**src/rtl/sar_search_if.sv**
```systemverilog
`default_nettype none
// ============================================================================
//  Module      : sar_search_if
//  Description : Handshake/comparator bundle between the SAR search
//                controller and its environment.
//  Revision    : 1.0 - initial release
// ============================================================================
interface sar_search_if #(
    parameter int WIDTH = 4
);
    logic             start;
    logic             abort;
    logic             greater;
    logic             less;
    logic [WIDTH-1:0] trial;
    logic             busy;
    logic             done;
    logic             exact;
    logic [WIDTH-1:0] result;

    // Environment side: issues start/abort and returns the comparator verdict.
    modport master (
        output start, abort, greater, less,
        input  trial, busy, done, exact, result
    );

    // Controller side.
    modport slave (
        input  start, abort, greater, less,
        output trial, busy, done, exact, result
    );
endinterface
`default_nettype wire

```
**src/rtl/sar_search.sv**
```systemverilog
`default_nettype none
// ============================================================================
//  Module      : sar_search
//  Description : Successive-approximation search controller; walks trial
//                codes MSB-first against an external comparator verdict.
//  Revision    : 1.0 - initial release
// ============================================================================
module sar_search #(
    parameter int WIDTH = 4
) (
    input  wire logic     clk,
    input  wire logic     rst_n,
    sar_search_if.slave   bus
);
    localparam int IW = (WIDTH > 2) ? $clog2(WIDTH) : 1;
    localparam logic [IW-1:0]    C_IDX_MSB   = IW'(WIDTH - 1);
    localparam logic [WIDTH-1:0] C_TRIAL_MSB = {1'b1, {(WIDTH-1){1'b0}}};
    localparam logic [WIDTH-1:0] C_ONE       = {{(WIDTH-1){1'b0}}, 1'b1};

    typedef enum logic [0:0] {
        S_IDLE = 1'b0,
        S_TEST = 1'b1
    } state_t;

    state_t           r_state;
    logic [WIDTH-1:0] r_trial;
    logic [IW-1:0]    r_idx;
    logic             r_busy;
    logic             r_done;
    logic             r_exact;
    logic [WIDTH-1:0] r_result;

    logic [WIDTH-1:0] w_bit;
    logic [WIDTH-1:0] w_kept;
    logic             w_equal;

    // Bit under test; a "greater" verdict (including greater&less) drops it.
    assign w_bit   = C_ONE << r_idx;
    assign w_kept  = bus.greater ? (r_trial & ~w_bit) : r_trial;
    assign w_equal = !bus.greater && !bus.less;

    always_ff @(posedge clk or negedge rst_n) begin
        if (!rst_n) begin
            r_state  <= S_IDLE;
            r_trial  <= '0;
            r_idx    <= C_IDX_MSB;
            r_busy   <= 1'b0;
            r_done   <= 1'b0;
            r_exact  <= 1'b0;
            r_result <= '0;
        end else begin
            r_done <= 1'b0;
            case (r_state)
                S_IDLE: begin
                    r_trial <= '0;
                    r_busy  <= 1'b0;
                    if (bus.start && !bus.abort) begin
                        r_trial <= C_TRIAL_MSB;
                        r_idx   <= C_IDX_MSB;
                        r_exact <= 1'b0;
                        r_busy  <= 1'b1;
                        r_state <= S_TEST;
                    end
                end
                S_TEST: begin
                    if (bus.abort) begin
                        r_trial <= '0;
                        r_busy  <= 1'b0;
                        r_state <= S_IDLE;
                    end else if (w_equal) begin
                        r_result <= r_trial;
                        r_exact  <= 1'b1;
                        r_done   <= 1'b1;
                        r_trial  <= '0;
                        r_busy   <= 1'b0;
                        r_state  <= S_IDLE;
                    end else if (r_idx == '0) begin
                        // Last bit resolved by inequality: converged, not exact.
                        r_result <= w_kept;
                        r_exact  <= 1'b0;
                        r_done   <= 1'b1;
                        r_trial  <= '0;
                        r_busy   <= 1'b0;
                        r_state  <= S_IDLE;
                    end else begin
                        r_trial <= w_kept | (w_bit >> 1);
                        r_idx   <= r_idx - IW'(1);
                    end
                end
                default: begin
                    r_state <= S_IDLE;
                    r_trial <= '0;
                    r_busy  <= 1'b0;
                end
            endcase
        end
    end

    assign bus.trial  = r_trial;
    assign bus.busy   = r_busy;
    assign bus.done   = r_done;
    assign bus.exact  = r_exact;
    assign bus.result = r_result;

endmodule
`default_nettype wire

```
**src/flat_wrapper.sv**
```systemverilog
// flat-port wrapper written by rule: the top's interface ports become plain ports
module sar_search_flat 
#(
    parameter int WIDTH = 4
)
  (clk, rst_n, bus_start, bus_abort, bus_greater, bus_less, bus_trial, bus_busy, bus_done, bus_exact, bus_result);
  sar_search_if #(.WIDTH(WIDTH)) bus_i ();
  input  wire logic clk;
  input  wire logic rst_n;
  input wire logic [$bits(bus_i.start)-1:0] bus_start;
  input wire logic [$bits(bus_i.abort)-1:0] bus_abort;
  input wire logic [$bits(bus_i.greater)-1:0] bus_greater;
  input wire logic [$bits(bus_i.less)-1:0] bus_less;
  output wire logic [$bits(bus_i.trial)-1:0] bus_trial;
  output wire logic [$bits(bus_i.busy)-1:0] bus_busy;
  output wire logic [$bits(bus_i.done)-1:0] bus_done;
  output wire logic [$bits(bus_i.exact)-1:0] bus_exact;
  output wire logic [$bits(bus_i.result)-1:0] bus_result;
  assign bus_i.start = bus_start;
  assign bus_i.abort = bus_abort;
  assign bus_i.greater = bus_greater;
  assign bus_i.less = bus_less;
  assign bus_trial = bus_i.trial;
  assign bus_busy = bus_i.busy;
  assign bus_done = bus_i.done;
  assign bus_exact = bus_i.exact;
  assign bus_result = bus_i.result;
  sar_search #(.WIDTH(WIDTH)) u_core (.clk(clk), .rst_n(rst_n), .bus(bus_i));
endmodule
```
**config.mk**
```make
export PLATFORM = sky130hd
export DESIGN_NAME = sar_search_flat
export DESIGN_NICKNAME = d
export VERILOG_FILES = /design/src/rtl/sar_search_if.sv /design/src/rtl/sar_search.sv /design/src/flat_wrapper.sv
export SDC_FILE = /design/constraint.sdc
export NUM_CORES = 1
export LEC_CHECK = 0
export CORE_MARGIN = 1.5
export CORE_UTILIZATION = 46
export CTS_CLUSTER_SIZE = 8
export DETAILED_ROUTE_END_ITERATION = 10
export GPL_TIMING_DRIVEN = 0
export PLACE_DENSITY = 0.76
export SLEW_MARGIN = 20
export SYNTH_ARGS = -nofsm -noshare
export SYNTH_HDL_FRONTEND = slang
export SYNTH_SLANG_ARGS = --single-unit
```
**constraint.sdc**
```tcl
create_clock -name clk -period 2.55 [get_ports clk]
set_input_delay 0.51 -clock clk [delete_from_list [all_inputs] [get_ports clk]]
set_output_delay 0.51 -clock clk [all_outputs]
set_load 0.01 [all_outputs]
```
==> run summary, run 1 <==
CP Cell Sequence: inv_1 > ha_1 > o21ba_1 > buf_6 > nand2b_4 > buf_6 > mux2_4
cts bufs inserted: 3
final worst slack: 0.590 ns
slew margin rel.: 0.579
core box area: 1350 sq um
Root Driver: clkbuf_4
DR WL/cell: 13.0 microns
CP required: 2.71 ns
final non-filler cell total: 95
antenna cells: 0
clock latency on the worst-skew pair: 0.28 ns
worst setup path startpoint: u_core.r_idx[0]$_DFFE_PN1P_
DRT iter0 DRCs: 2
status: finished clean
GRT Overall Usage: 0.163
PortBufs: 16
DR vias/cell: 5.35
Post-Syn Area: 694 sq um
kind of critical path: flip-flop to flip-flop
register area: 353 sq um
Worst Tran Pin Value: 0.630 ns
WL final: 1.23 mm
Hold Fails Final Rpt: 0
critical path data arrival time: 2.12 ns
Yosys reg bits: 14
Crit path max-delay family: flip-flops
DRC: 0
DP HPWL: 894 microns
leakage power: 0.445 nW
CP Depth: 7
Synth async-reset ratio: 1.00
setup TNS: 0 ns
pin count of the biggest net entering global routing: 15
max-cap check violation count: 0
Post-CTS Setup Bufs: 0
synth unique cells: 23
slowest CP cell: dfstp_2
worst reg2reg startpoint: u_core.r_idx[0]$_DFFE_PN1P_
worst-path fanout max: 9
Post-synth EDFFs: 0
clk slew on worst S/H paths: 0.09 ns
die area: 1750 sq um
top cells by count, synth: dfrtp_1 (12), inv_1 (6), a21oi_1 (5), nand2_1 (5), ha_1 (4)
gpl congestion: 0.749
Hold Path Cell Cnt: 1
startpoint types: flip-flop
fmax: 0.510 GHz
pre-CTS setup slack: 0.469 ns
area of the multi-input gates: 292 sq um
final worst-path cycle share: 0.769
final setup skew: 0.00856 ns
Synth Net Count: 70
Final min period: 1.96 ns
Synth Instances: 60
Final Instance Area: 910 sq um
Hold WS: 0.519 ns
detailed-router iteration count before antenna repair: 2
RSZ-0062 raised after global routing: no
placed insts: 91
Synth top area share: 0.432
Post-CTS Hold Fix Bufs: 0
CTS tree: built
vias in the first global route: 493
Syn-to-layout area delta: 31.0%
most frequent cell after synthesis: dfrtp_1
Initial Util: 0.514
clock sinks: 14
largest area contributor in the netlist: dfrtp_1
endpoint class of the critical path: flip-flop
Ports: 17
Avg Inst Size Synth: 11.6 sq um
Worst Path Buf+Inv: 3
fillers: 108
hold_sp: u_core.bus.result[2]$_DFFE_PN0P_
Worst path most repeated cell: buf_6
Seq/Total Area, Yosys: 0.508
initial antenna violation count: 0
Cell Area, Placed: 873 sq um
Synth warnings: 0
first-pass GRT wire length: 2.15 mm
fraction of layout cells with a size suffix above 1: 0.175
Slew Limit Fails: 0
GRT overflow: 0
NumNets Final: 91
number of H-tree levels: 1
# rows: 13
clock buffer depth: 2
slowest stage delay, CP: 0.61 ns
Via Count: 508
Main synth FF type: dfrtp_1
Worst Hold Class: flip-flop to flip-flop
pwr/cell area: 681 nW/um^2
Die W: 41.9 microns
synth top area cells: dfrtp_1 (43%), dfstp_2 (7.6%), ha_1 (7.2%), mux2_4 (4.3%), a21oi_1 (3.6%)
Worst R2R Path Depth: 7
DRT antenna net count: 0
Chip Height: 41.9 microns
PostCTS Resize Cnt: 0
maximum VDD drop: 0.482 mV
Setup-failing EPs final: 0
## sequential cells by signal, indices dropped and copies added, names as in the netlist
signal,cells
u_core.bus.trial,4
u_core.r_idx,2
u_core.bus.exact,1
u_core.r_state,1
u_core.bus.busy,1
u_core.bus.done,1
u_core.bus.result,4
## worst paths after layout
kind | end | slack [ns]
min reg2reg | u_core.bus.result[2]$_DFFE_PN0P_ | 0.52
max in group asynchronous | u_core.bus.busy$_DFFE_PN0P_ | 1.52
max reg2reg | u_core.bus.result[3]$_DFFE_PN0P_ | 0.59
min | u_core.bus.result[2]$_DFFE_PN0P_ | 0.52
max | u_core.bus.result[3]$_DFFE_PN0P_ | 0.59
min in group asynchronous | u_core.bus.result[0]$_DFFE_PN0P_ | 0.61
## report_power, final
part	internal, mW	switching (mW)	leakage (nW)
Clock	0.0868	0.0704	0.0210
Sequential	0.262	0.0281	0.182
Combinational	0.0980	0.0746	0.242
Total	0.447	0.173	0.445
## cells by family (layout without fill, tap and decap cells)
family	Yosys count	after routing	share of synthesized area
AO/OA/AOI/OAI	17	17	0.175
adder cells (fa/ha/maj)	4	4	0.0721
buffers and inverters	9	29	0.0721
flip-flops	14	14	0.508
multiplexers	4	4	0.0721
AND/OR/NAND/NOR	12	12	0.101
## stage by stage
step,utilization,total power [mW]
floorplan,-,0.384
global placement,0.647,0.461
detailed placement,0.647,0.468
CTS,0.674,0.628
global route,0.674,0.654
finish,0.674,0.620
## routing by layer
layer | track usage | vias up | wire, microns
met3 | 0.0261 | 2 | 53
met2 | 0.269 | 11 | 606
li1 | - | 251 | -
met4 | 0.0968 | 0 | 7
met5 | 0 | - | 0
met1 | 0.197 | 244 | 564
## layout by cell type (no fill, tap or decap)
cell             count
and2b_2              1
o21ba_1              1
clkdlybuf4s50_1     16
buf_6                2
o2bb2ai_1            1
mux2_4               2
dfrtp_1             12
o211a_1              1
o22ai_1              2
a21boi_0             2
clkbuf_2             1
clkbuf_8             1
nand2b_4             1
o221ai_1             1
mux2i_1              2
o32ai_1              1
nand2b_1             3
ha_1                 4
inv_1                6
a21oi_1              5
nand3_1              2
dfstp_2              2
clkbuf_4             3
a31oi_1              2
nand2_1              5
o21ba_2              1
## cell type report
cell class,count,area share
buffer,3,0.0303
clock buffer,4,0.0399
inverter,6,0.0248
multi-input combinational,37,0.320
sequential,14,0.388
tap,15,0.0206
timing repair buffer,16,0.176
Power figures use the tool's default switching activity.
==> inputs of run 2 (changes only) <==
--- a/config.mk
+++ b/config.mk
@@ -6,11 +6,11 @@
 export NUM_CORES = 1
 export LEC_CHECK = 0
 export CORE_MARGIN = 1.5
-export CORE_UTILIZATION = 46
+export CORE_UTILIZATION = 42
 export CTS_CLUSTER_SIZE = 8
 export DETAILED_ROUTE_END_ITERATION = 10
 export GPL_TIMING_DRIVEN = 0
-export PLACE_DENSITY = 0.76
+export PLACE_DENSITY = 0.73
 export SLEW_MARGIN = 20
 export SYNTH_ARGS = -nofsm -noshare
 export SYNTH_HDL_FRONTEND = slang
==> constraint.sdc (replaced) <==
create_clock -name clk -period 1.8 [get_ports clk]
set_input_delay 0.36 -clock clk [delete_from_list [all_inputs] [get_ports clk]]
set_output_delay 0.36 -clock clk [all_outputs]
set_load 0.01 [all_outputs]
==> run 2 against run 1 <==
Against the previous run: wire length is 1.3% lower; highest routed layer unchanged; sequential share of layout area is 1.9 points lower; power is 47% higher; largest power group unchanged; critical path type unchanged.
==> run summary, run 2 (synthesis gave the netlist of run 1 again) <==
status: finished clean
worst reg2reg startpoint: u_core.r_idx[0]$_DFFE_PN1P_
final non-filler cell total: 101 (+6.3%)
CTS tree: built
NumNets Final: 96 (+5.5%)
GRT overflow: 0 (unchanged)
cts bufs inserted: 3 (unchanged)
Hold Fails Final Rpt: 0 (unchanged)
Worst Hold Class: input pin to async pin
commonest non-fill, non-tap cell in the layout: clkdlybuf4s50_1
Root Driver: clkbuf_4
CP required: 1.96 ns (-0.75 ns)
pin count of the biggest net entering global routing: 15 (unchanged)
placed insts: 92 (+1.1%)
Worst R2R Path Depth: 7 (unchanged)
Die W: 43.7 microns (+4.3%)
startpoint types: flip-flop
Int Pwr: 0.659 mW (+48%)
RSZ-0062 raised after global routing: no
DP HPWL: 862 microns (-3.6%)
fraction of layout cells with a size suffix above 1: 0.247 (+0.0721)
first-pass GRT wire length: 2.04 mm (-5.1%)
net load switching power: 0.253 mW (+46%)
net switching fraction of the power: 0.278 (-0.00161)
DRT iter0 DRCs: 5 (+3)
Pwr Total: 0.913 mW (+47%)
DR WL/cell: 12.0 microns (-7.2%)
endpoint class of the critical path: flip-flop
Ports: 17 (unchanged)
core box area: 1520 sq um (+13%)
# rows: 14 (+1)
register share of total power: 0.430 (-0.038)
clock latency on the worst-skew pair: 0.28 ns (about the same)
max-cap check violation count: 0 (unchanged)
PortBufs: 16 (unchanged)
WL final: 1.22 mm (-1.3%)
fmax: 0.568 GHz (+11%)
reg2reg setup slack: 0.04 ns (-0.55 ns)
gpl congestion: 0.788 (+5.3%)
maximum VDD drop: 0.465 mV (-3.4%)
worst-path fanout max: 7 (-2)
Worst Tran Pin Value: 0.601 ns (-0.0289 ns)
most frequent cells in the layout: clkdlybuf4s50_1 (16), dfrtp_1 (12), inv_1 (6)
Setup-failing EPs final: 0 (unchanged)
DR vias/cell: 5.17 (-3.3%)
DRT antenna net count: 0 (unchanged)
Final min period: 1.76 ns (-0.199 ns)
fillers: 132 (+22%)
pwr/cell area: 954 nW/um^2 (+40%)
initial antenna violation count: 0 (unchanged)
detailed-router iteration count before antenna repair: 3 (+1)
number of H-tree levels: 1 (unchanged)
vias in the first global route: 499 (+1.2%)
die area: 1910 sq um (+8.8%)
Initial Util: 0.456 (-0.0587)
leakage power: 0.466 nW (+4.8%)
Syn-to-layout area delta: 37.8%
kind of critical path: flip-flop to flip-flop
GRT Overall Usage: 0.145 (-0.0172)
register area: 353 sq um (unchanged)
Slew Limit Fails: 0 (unchanged)
clock sinks: 14 (unchanged)
DRC: 0 (unchanged)
final worst-path cycle share: 0.978 (+0.210)
antenna cells: 0 (unchanged)
combinational power share: 0.321 (+0.042)
terminus of the critical flop-to-flop path: u_core.bus.result[3]$_DFFE_PN0P_
slew margin rel.: 0.598 (+0.0193)
area of the multi-input gates: 300 sq um (+3.0%)
part of the power in the clock network: 0.249 (-0.005)
clk slew on worst S/H paths: 0.09 ns (about the same)
clock buffer depth: 2 (unchanged)
Chip Height: 43.7 microns (+4.3%)
Via Count: 522 (+2.8%)
critical path data arrival time: 1.93 ns (-0.19 ns)
final setup skew: 0.00500 ns (-0.00356 ns)
run 2: changes by cell type in the layout (fill, tap and decap cells not counted), sizes merged:
cell,before,now
buf,2,7
run 2: per-stage QoR:
stage / cell area (sq um) / hold WS [ns] / TNS (ns) / util / setup WS [ns]
after CTS: 928 / 0.482 / 0 / 0.609 / 0.0182
after global placement: 875 / 0.496 / -0.279 / 0.574 / -0.139
after detailed placement: 875 / 0.506 / -0.304 / 0.574 / -0.153
after floorplan: 694 / 0.0644 / 0 / - / 0.00102
after global routing: 957 / 0.528 / 0 / 0.628 / 0.00770
final: 957 / 0.454 / 0 / 0.628 / 0.0389
run 2: final cells by class:
cell class                      instances  area share
Inverter                                6      0.0235
Timing Repair Buffer                   21       0.207
Multi-Input combinational cell         37       0.314
Clock buffer                            4      0.0379
Sequential cell                        14       0.369
Buffer                                  3      0.0288
Tap cell                               16      0.0209
run 2: worst max-delay path, stage by stage, from the launching register on:
cell,delay (ns)
dfstp_2,0.54
inv_1,0.05
ha_2,0.20
o21ba_4,0.22
buf_6,0.11
nand2b_4,0.12
buf_6,0.12
mux2_4,0.29
run 2: what timing repair did:
action	CTS	global route
resized for setup	1	1
hold buffers	0	0
endpoints found under the setup margin	2	2
setup buffers	2	3
run 2: worst max path at each step:
stage	startpoint	to	depth (start not counted)
2_1_floorplan	u_core.r_idx[0]$_DFFE_PN1P_	u_core.bus.result[2]$_DFFE_PN0P_	7
3_3_place_gp	bus_greater	u_core.bus.result[2]$_DFFE_PN0P_	6
3_5_place_dp	bus_greater	u_core.bus.result[3]$_DFFE_PN0P_	6
4_1_cts	u_core.r_idx[0]$_DFFE_PN1P_	u_core.bus.result[3]$_DFFE_PN0P_	7
5_1_grt	u_core.r_idx[0]$_DFFE_PN1P_	u_core.bus.result[2]$_DFFE_PN0P_	7
6_report	u_core.r_idx[0]$_DFFE_PN1P_	u_core.bus.result[3]$_DFFE_PN0P_	7
run 2: power groups by stage:
stage	clock (mW)	combinational [mW]	sequential [mW]
2_1_floorplan	0	0.117	0.427
3_3_place_gp	0	0.240	0.414
3_5_place_dp	0	0.244	0.416
4_1_cts	0.233	0.279	0.393
5_1_grt	0.249	0.324	0.398
6_report	0.227	0.293	0.393
run 2: routing by layer:
layer / GRT usage / up-vias / part of all wire
met4: 0.0727 / 0 / 0.0066
met2: 0.232 / 14 / 0.47
met5: 0 / - / 0
met3: 0.0292 / 2 / 0.049
met1: 0.186 / 246 / 0.47
li1: - / 260 / -
